===== src/rtl/parity_sched.sv =====
// Round-robin scheduler that serialises two requesters' parity evaluations through a
// shared external 3-input XOR cell, two operand bits per cycle. Optional: PARITY_SCHED_CHK_EN.
module parity_sched #(
  parameter int WIDTH = 8  // must be even and >= 2
) (
  input  logic             clk,
  input  logic             rst,
  input  logic             req0_i,
  input  logic             req1_i,
  input  logic [WIDTH-1:0] data0_i,
  input  logic [WIDTH-1:0] data1_i,
`ifdef PARITY_SCHED_CHK_EN
  input  logic             exp_par0_i,
  input  logic             exp_par1_i,
  output logic             err_o,
`endif
  input  logic             f_i,
  output logic             gnt0_o,
  output logic             gnt1_o,
  output logic             busy_o,
  output logic             done_o,
  output logic             parity_o,
  output logic             owner_o,
  output logic             x1_o,
  output logic             x2_o,
  output logic             x3_o
);

  localparam int CW = $clog2(WIDTH / 2 + 1);
  localparam logic [CW-1:0] LAST_STEP = CW'(WIDTH / 2 - 1);

  typedef enum logic [1:0] {IDLE, STEP, DONE} state_e;

  state_e           state_q, state_d;
  logic [WIDTH-1:0] sh_q, sh_d;
  logic             acc_q, acc_d;
  logic [CW-1:0]    cnt_q, cnt_d;
  logic             cur_q, cur_d;
  logic             last_q, last_d;
  logic             parity_q, parity_d;
  logic             owner_q, owner_d;
`ifdef PARITY_SCHED_CHK_EN
  logic             exp_q, exp_d;
`endif

  // Winner: a lone requester wins; on contention, whoever was not served last.
  logic win;
  assign win = (req0_i && req1_i) ? ~last_q : req1_i;

  assign parity_o = parity_q;
  assign owner_o  = owner_q;

  always_comb begin
    // NOTE: every signal written here gets a default first, so no path leaves one
    // unassigned and no latch is inferred.
    state_d  = state_q;
    sh_d     = sh_q;
    acc_d    = acc_q;
    cnt_d    = cnt_q;
    cur_d    = cur_q;
    last_d   = last_q;
    parity_d = parity_q;
    owner_d  = owner_q;
    gnt0_o   = 1'b0;
    gnt1_o   = 1'b0;
    busy_o   = 1'b0;
    done_o   = 1'b0;
    x1_o     = 1'b0;
    x2_o     = 1'b0;
    x3_o     = 1'b0;
`ifdef PARITY_SCHED_CHK_EN
    exp_d    = exp_q;
    err_o    = 1'b0;
`endif

    unique case (state_q)
      IDLE: begin
        if (req0_i || req1_i) begin
          cur_d   = win;
          last_d  = win;
          sh_d    = win ? data1_i : data0_i;
          acc_d   = 1'b0;
          cnt_d   = '0;
          state_d = STEP;
`ifdef PARITY_SCHED_CHK_EN
          exp_d   = win ? exp_par1_i : exp_par0_i;
`endif
        end
      end

      STEP: begin
        busy_o = 1'b1;
        gnt0_o = (cnt_q == '0) && !cur_q;
        gnt1_o = (cnt_q == '0) &&  cur_q;
        x1_o   = acc_q;
        x2_o   = sh_q[1];
        x3_o   = sh_q[0];
        acc_d  = f_i;
        sh_d   = sh_q >> 2;
        cnt_d  = cnt_q + CW'(1);
        // The cell output on the final step is already the full parity.
        if (cnt_q == LAST_STEP) begin
          parity_d = f_i;
          owner_d  = cur_q;
          state_d  = DONE;
        end
      end

      DONE: begin
        busy_o  = 1'b1;
        done_o  = 1'b1;
`ifdef PARITY_SCHED_CHK_EN
        err_o   = parity_q ^ exp_q;
`endif
        state_d = IDLE;
      end

      default: state_d = IDLE;
    endcase
  end

  // NOTE: state registers use non-blocking assignments so every register samples
  // the pre-edge values computed above, independent of statement order.
  always_ff @(posedge clk) begin
    if (rst) begin
      state_q  <= IDLE;
      sh_q     <= '0;
      acc_q    <= 1'b0;
      cnt_q    <= '0;
      cur_q    <= 1'b0;
      last_q   <= 1'b1;  // requester 0 wins the first simultaneous request
      parity_q <= 1'b0;
      owner_q  <= 1'b0;
`ifdef PARITY_SCHED_CHK_EN
      exp_q    <= 1'b0;
`endif
    end else begin
      state_q  <= state_d;
      sh_q     <= sh_d;
      acc_q    <= acc_d;
      cnt_q    <= cnt_d;
      cur_q    <= cur_d;
      last_q   <= last_d;
      parity_q <= parity_d;
      owner_q  <= owner_d;
`ifdef PARITY_SCHED_CHK_EN
      exp_q    <= exp_d;
`endif
    end
  end

endmodule


===== config.mk =====
export PLATFORM = sky130hd
export DESIGN_NAME = parity_sched
export DESIGN_NICKNAME = d
export VERILOG_FILES = /design/src/rtl/parity_sched.sv
export SDC_FILE = /design/constraint.sdc
export NUM_CORES = 1
export LEC_CHECK = 0
export BUFFER_PORTS_ARGS = -buffer_cell sky130_fd_sc_hd__buf_2
export CORE_UTILIZATION = 55
export CTS_CLUSTER_DIAMETER = 50
export DETAILED_ROUTE_END_ITERATION = 8
export GPL_ROUTABILITY_DRIVEN = 0
export PLACE_DENSITY = 0.83
export SLEW_MARGIN = 20
export SYNTH_ARGS = -nofsm -noshare
export SYNTH_HDL_FRONTEND = slang
export SYNTH_SLANG_ARGS = --single-unit
export TNS_END_PERCENT = 50

===== constraint.sdc =====
create_clock -name clk -period 2.8 [get_ports clk]
set_input_delay 0.56 -clock clk [delete_from_list [all_inputs] [get_ports clk]]
set_output_delay 0.56 -clock clk [all_outputs]
set_load 0.01 [all_outputs]

; ---- After elaboration in Yosys (flattened, before gate mapping)
; Index checks and enable logic that the tools add are counted.
; Widths: inputs -> output; s select.
[totals]
ff_bits = 18
latch_bits = 0
ramBits = 0
mem_bits_ro = 0
n_memories = 0
[op_classes]
addsub = 1
multipliers = 0
n_div = 0
n_lt_le_gt_ge = 0
eq_ne = 5
n_shift = 0
mux = 18
n_bitwise = 1
reduce_logical = 13
[op_table]
columns = cell, n
row1 = $mux 8, 2
row2 = $pmux 8 s2, 1
row3 = $mux 1, 9
row4 = $reduce_and 2->1, 4
row5 = $pmux 3 s2, 1
row6 = $mux 2, 2
row7 = $ne 2x2->1 const B, 2
row8 = $pmux 2 s2, 1
row9 = $add 3x1->3 const B, 1
row10 = $eq 3x2->1 const B, 1
row11 = $logic_and 1x1->1, 3
row12 = $logic_not 3->1, 1
row13 = $mux 3, 1
row14 = $eq 2x1->1 const B, 1
row15 = $eq 2x2->1 const B, 1
row16 = $logic_not 2->1, 1
row17 = $pmux 1 s2, 1
row18 = $reduce_bool 2->1, 1
row19 = $reduce_or 2->1, 1
row20 = $logic_not 1->1, 1
row21 = $logic_or 1x1->1, 1
row22 = $not 1->1, 1

; ---- Depth between registers and ports, before layout
; Gate-level depths: netlist of run 1.
[depth]
ltp_word = 5
ltp_mapped = 7
mapped_depth_nobuf = 5

; ---- Least setup slack after synthesis of run 1
; No wires, ideal clock.
[synth_path]
path_type = register -> output
from = reg state_q[1]
to = out x1_o
arrival_time_ps = 1210
required_time_ps = 2240
slack_ps = 1030
stages_incl_launch_ff = 6
cell_sequence = dfxtp_1 inv_1 ha_1 buf_6 clkbuf_1 and2_1
[synth_via]
elab_chain_cells = 2
[synth_rtl]
columns = item, line
row1 = start: declaration, 34  ; state_e state_q, state_d;
row2 = start signal: assignment, 138  ; state_q <= state_d;
row3 = $eq 2x1->1, 76  ; unique case (state_q)
row4 = $mux 1, 76
row5 = end: declaration, 24  ; output logic x1_o,
; No other way between the ends.

; ---- Worst setup path after layout of run 1
[layout_path]
from = reg state_q[1]
to = out x3_o
[layout_via]
elab_chain_cells = 2
[layout_rtl]
columns = item, line
row1 = $eq 2x1->1, 76
row2 = $mux 1, 76
row3 = end: declaration, 26  ; output logic x3_o
; No other way between the ends.

==> reports/results.ini, run 1 <==
[global_routing]
grt-ovfl-total=0
grtUsageMet1=0.3262
grt_pass1_vias=904
met2_usage=0.3861
antenna_found_initial=0
grt_use_met3=0.05882
grt_max_degree=26
grt_use_total=0.2532
grt_pass1_wl_mm=3.822
busiest_layer=met2

[finish]
area_growth_pct=13.30
diodes=0
final_common_cell=buf_2
nNetsFinal=180
drive_gt1_frac=0.2632
fill_cells=144
mostFrequentLayoutCells=buf_2 (29), dfxtp_1 (18), nor3_1 (14)

[sta]
skew_ns=0.005658
finalHoldViolCount=0
tightest_slew_ns=0.7294
drv_slew=0
finalSetupViolCount=0
worst_slew_margin_rel=0.5127
fmax_mhz=445.7
min_period_ns=2.244
rsz0062_at_grt=no
finalWorstSetupSlack_ns=0.5564
setup_tns_ns=0
post-route-period-util=0.8013

[status]
status=completed

[run]
max-cap-violations=0

[worst_setup_path]
reg2reg_to=sh_q[2]$_SDFFE_PP0P_
crit_required_ns=2.24
crit_path_start_kind=flop
crit_arrival_ns=1.68
r2r_slack_ns=0.87
rr_worst_depth=6
end_kind=primary output
crit_type=flop to primary output
r2r-start=state_q[1]$_SDFFE_PP0P_
worstPathMaxFanout=25

[synth]
synth_edf_count=0
ys_types=36
syn-instance-count=127
synthArstFlopShare=0
synth-seq-cells=18
syn_avg_cell_area_um2=8.522
synth_ff_type=dfxtp_1
synth_fp_nets=154
yosys_warnings=0
seq_area_frac_synth=0.3329
synth_area_um2=1082

[clock_tree]
numCtsBuffers=3
numClockSinks=18
clk_pin_slew_worst_paths_ns=0.11
clk_path_buf_depth=2
cts_root_buffer=clkbuf_4
ctsHoldBuffers=0
htreeDepth=1
clk_latency_ns=0.30
cts_tree=built
cts_setup_buffers=0
cts_resized=0

[place]
port_buffers=29
dp_hpwl_mm=1.750
pre_cts_slack_ns=0.8198

[floorplan]
start_util=0.6070
die-area_um2=2149
rows=15
core_um2=1783
die_w_um=46.36
top_level_ports=30
fp.dieH_um=46.36

[hold_path]
hp-start=owner_o$_SDFFE_PP0P_
worstHoldPathCells=2
hp-class=flop to flop
hold_end=owner_o$_SDFFE_PP0P_

[detailed_routing]
num_vias=1024
drt-pass1-iter-count=4
finalWirelength_mm=2.348
remaining_drc_errors=0
routed_via_density=5.785
drt-initial-drc-count=21
ant_nets=0
wire_per_inst_um=13.27

[pwr]
p_per_area_nw_per_um2=517.3
irDropWorstVdd_mv=0.4075
p_leak_nw=0.4969

==> synth_stat cells (all sizes together), types with 3 or more instances <==
cell type	instances	share of area
nand2	8	0.028
nor2	4	0.014
or4	4	0.028
a21oi	10	0.046
nor3	14	0.065
dfxtp	18	0.33
nand3	5	0.023
o32ai	8	0.065
buf	7	0.064
ha	6	0.069
inv	8	0.028
o21ai	4	0.018
nand2b	5	0.029
and2	3	0.017
==> how the worst max path moves through the flow <==
stage,start,to,slack (ns),cells past startpoint
floorplan,state_q[1]$_SDFFE_PP0P_,x1_o,1.03,5
finish,state_q[1]$_SDFFE_PP0P_,x3_o,0.56,5
global placement,state_q[1]$_SDFFE_PP0P_,sh_q[2]$_SDFFE_PP0P_,0.96,6
detailed placement,req1_i,sh_q[1]$_SDFFE_PP0P_,0.82,4
global route,state_q[1]$_SDFFE_PP0P_,x3_o,0.46,5
CTS,state_q[1]$_SDFFE_PP0P_,x3_o,0.56,5
==> registers in the layout, summed over array words and instances, names as in the netlist <==
| name | flops |
|---|---|
| owner_o | 1 |
| cnt_q | 3 |
| state_q | 2 |
| last_q | 1 |
| sh_q | 8 |
| parity_o | 1 |
| acc_q | 1 |
| cur_q | 1 |
==> cell families after synthesis <==
logic type / Yosys count / synth area share
AOI/OAI and AO/OA: 32 / 0.2093
adders and majority gates: 6 / 0.06936
buffers and inverters: 17 / 0.09826
DFF: 18 / 0.3330
and+or+nand+nor: 54 / 0.2902
==> metrics by stage <==
stage / power, mW / hold WS [ns] / util / instance area, µm² / std cells
3_3_place_gp: 0.4696 / 0.4437 / 0.6674 / 1190 / 173
2_1_floorplan: 0.4409 / 0.4446 / - / 1082 / 127
6_report: 0.6343 / 0.4703 / 0.6877 / 1226 / 177
4_1_cts: 0.6382 / 0.4694 / 0.6877 / 1226 / 177
5_1_grt: 0.6715 / 0.4906 / 0.6877 / 1226 / 177
3_5_place_dp: 0.4764 / 0.4534 / 0.6674 / 1190 / 173
==> critical path: stages, from the launching register on <==
cell and delay [ns]:
dfxtp_1 0.34, inv_1 0.08, ha_1 0.36, buf_4 0.32
and2_1 0.16, buf_2 0.12
==> power by group <==
group          leakage [nW]  switching (mW)  internal [mW]
clock network        0.0210          0.0828         0.0793
registers             0.148          0.0138          0.282
logic                 0.328          0.0990         0.0771
==> layout make-up <==
| cell class | count | area (µm²) | share of cell area |
|---|---|---|---|
| multi-input combinational | 92 | 615.6 | 0.5020 |
| inverter | 8 | 30.03 | 0.02449 |
| sequential | 18 | 360.3 | 0.2939 |
| tap | 25 | 31.28 | 0.02551 |
| timing repair buffer | 30 | 152.6 | 0.1245 |
| clock buffer | 4 | 36.28 | 0.02959 |
==> routing by layer <==
| metal | wire length [µm] | share of wire | vias to the layer above |
|---|---|---|---|
| li1 | - | - | 511 |
| met1 | 1059 | 0.45 | 465 |
| met2 | 1099 | 0.47 | 40 |
| met3 | 125 | 0.053 | 8 |
| met4 | 63 | 0.027 | 0 |
| met5 | 0 | 0 | - |
(Power assumes the default switching activity.)
==> inputs of run 2 (changes only) <==
--- a/config.mk
+++ b/config.mk
@@ -6,11 +6,11 @@
 export NUM_CORES = 1
 export LEC_CHECK = 0
 export BUFFER_PORTS_ARGS = -buffer_cell sky130_fd_sc_hd__buf_2
-export CORE_UTILIZATION = 55
+export CORE_UTILIZATION = 51
 export CTS_CLUSTER_DIAMETER = 50
 export DETAILED_ROUTE_END_ITERATION = 8
 export GPL_ROUTABILITY_DRIVEN = 0
-export PLACE_DENSITY = 0.83
+export PLACE_DENSITY = 0.78
 export SLEW_MARGIN = 20
 export SYNTH_ARGS = -nofsm -noshare
 export SYNTH_HDL_FRONTEND = slang
==> constraint.sdc (replaced) <==
create_clock -name clk -period 2.2 [get_ports clk]
set_input_delay 0.44 -clock clk [delete_from_list [all_inputs] [get_ports clk]]
set_output_delay 0.44 -clock clk [all_outputs]
set_load 0.01 [all_outputs]
==> run 2 against run 1 <==
Net effect:
- power grew 22%
- sequential share of layout area shrank 0.33 points
- first-iteration DRC count is the same
- worst hold slack lost 0.061 ns
- critical path depth is the same
- critical path type unchanged
==> reports/results.ini, run 2 (synthesis results as in run 1) <==
[detailed_routing]
ant_nets=0  ; unchanged
num_vias=1022  ; -0.20%
drt-pass1-iter-count=4  ; unchanged
drt-initial-drc-count=21  ; unchanged
remaining_drc_errors=0  ; unchanged
routed_via_density=5.646  ; -2.4%
wire_per_inst_um=12.78  ; -3.6%
finalWirelength_mm=2.314  ; -1.4%

[worst_setup_path]
crit_type=flop to primary output
worstPathMaxFanout=14  ; -44%
rr_worst_depth=5  ; -1
worstSetupStartpoint=state_q[1]$_SDFFE_PP0P_
crit_path_start_kind=flop
reg2reg_to=sh_q[6]$_SDFFE_PP0P_
end_kind=primary output
r2r_slack_ns=0.28  ; -0.59 ns
crit_required_ns=1.76  ; -0.48 ns
crit_arrival_ns=1.52  ; -0.16 ns
endpoint=gnt0_o
r2r-start=state_q[0]$_SDFFE_PP0P_

[run]
max-cap-violations=0  ; unchanged

[pwr]
p_per_area_nw_per_um2=622.4  ; +20%
irDropWorstVdd_mv=0.3133  ; -23%
power_frac_comb=0.304  ; +0.026
p_seq_frac=0.488  ; +0.021
p_clk_frac=0.208  ; -0.048
p_leak_nw=0.5040  ; +1.4%
p_switching_mw=0.2419  ; +24%
p_sw_frac=0.3134  ; +0.004939
internal-power_mw=0.5298  ; +21%

[finish]
drive_gt1_frac=0.2792  ; +0.01606
fin_util=0.6256  ; -0.06209
top_register=sh_q
nNetsFinal=183  ; +1.7%
mostFrequentLayoutCells=buf_2 (29), dfxtp_1 (18), nor3_1 (14)
finalInstanceArea_um2=1240  ; +1.1%
final_common_cell=buf_2
largest_reg_flops=8  ; unchanged
area_growth_pct=14.57
largestRegisters=sh_q x8, cnt_q x3, state_q x2
diodes=0  ; unchanged

[global_routing]
grt_use_total=0.2357  ; -0.01748
grt-ovfl-total=0  ; unchanged
grt_pass1_vias=894  ; -1.1%
grt_pass1_wl_mm=3.822  ; unchanged
antenna_found_initial=0  ; unchanged
grt_max_degree=26  ; unchanged

[clock_tree]
numCtsBuffers=3  ; unchanged
cts_tree=built
ctsHoldBuffers=0  ; unchanged
clk_latency_ns=0.28  ; -0.02 ns
clk_path_buf_depth=2  ; unchanged
cts_root_buffer=clkbuf_4
numClockSinks=18  ; unchanged
htreeDepth=1  ; unchanged
clk_pin_slew_worst_paths_ns=0.10  ; about the same

[floorplan]
core_um2=1982  ; +11%
start_util=0.5461  ; -0.06093
die-area_um2=2310  ; +7.5%
rows=16  ; +1
top_level_ports=30  ; unchanged
fp.dieH_um=48.07  ; +3.7%
die_w_um=48.07  ; +3.7%

[sta]
min_period_ns=1.957
worst_slew_margin_rel=0.6498  ; +0.1371
post-route-period-util=0.8897
finalSetupViolCount=0  ; unchanged
finalHoldViolCount=0  ; unchanged
rsz0062_at_grt=no
setup_tns_ns=0  ; unchanged
skew_ns=0.001004  ; -0.004653 ns
drv_slew=0  ; unchanged
tightest_slew_ns=0.5233  ; -0.2061 ns
fmax_mhz=510.9

[place]
place_area_um2=1215  ; +2.1%
port_buffers=29  ; unchanged
dp_hpwl_mm=1.735  ; -0.83%

[hold_path]
hp-start=f_i
hp-class=primary input to flop

[status]
status=completed

-- run 2: changes by cell type in the layout (fill, tap and decap cells not counted) --
cell,delta
buf_4,+3
clkbuf_8,-1
ha_2,+1
ha_1,-1
-- run 2: how the worst min path moves through the flow --
| stage | end | cells after the start |
|---|---|---|
| 2_1_floorplan | acc_q$_SDFFE_PP0P_ | 2 |
| 3_3_place_gp | owner_o$_SDFFE_PP0P_ | 2 |
| 3_5_place_dp | parity_o$_SDFFE_PP0P_ | 2 |
| 4_1_cts | acc_q$_SDFFE_PP0P_ | 3 |
| 5_1_grt | acc_q$_SDFFE_PP0P_ | 3 |
| 6_report | acc_q$_SDFFE_PP0P_ | 3 |
-- run 2: layout make-up --
type	instances	area, µm²
Timing Repair Buffer	33	175.2
Inverter	8	30.03
Multi-Input combinational cell	92	618.1
Clock buffer	3	22.52
Tap cell	27	33.78
Sequential cell	18	360.3
Fill cell	175	742.0
-- run 2: what timing repair did --
action	4_1_cts	5_1_grt
endpoints found under the setup margin	0	5
buffers inserted	0	0
resized for setup	0	1
-- run 2: routing by layer --
layer | vias up | GRT usage | part of all wire
li1 | 519 | - | -
met1 | 475 | 0.3047 | 0.47
met2 | 26 | 0.3973 | 0.50
met3 | 2 | 0.04528 | 0.028
met4 | 0 | 0.06667 | 0.0043
met5 | - | 0 | 0
-- run 2: power by group through the flow --
| stage | Clock [mW] | Sequential [mW] | Combinational [mW] |
|---|---|---|---|
| 3_3_place_gp | 0 | 0.383 | 0.226 |
| 3_5_place_dp | 0 | 0.384 | 0.233 |
| 6_report | 0.161 | 0.377 | 0.234 |
| 2_1_floorplan | 0 | 0.379 | 0.182 |
| 5_1_grt | 0.179 | 0.381 | 0.264 |
| 4_1_cts | 0.167 | 0.376 | 0.234 |
-- run 2: critical path, stage by stage (launching register included) --
cell     delay [ns]
dfxtp_1        0.34
inv_1          0.09
ha_2           0.33
nand2_1        0.12
nor3_1         0.19
buf_2          0.17
-- run 2: through the flow --
stage                     std cells  power (mW)  setup WS (ns)  hold slack (ns)
after floorplan                 127      0.5611         0.4669           0.4446
after global placement          178      0.6089         0.4260           0.4431
after detailed placement        178      0.6168         0.3196           0.4519
after CTS                       181      0.7770        0.09926           0.3998
after global routing            181      0.8237        0.07963           0.4047
final                           181      0.7717         0.2427           0.4093
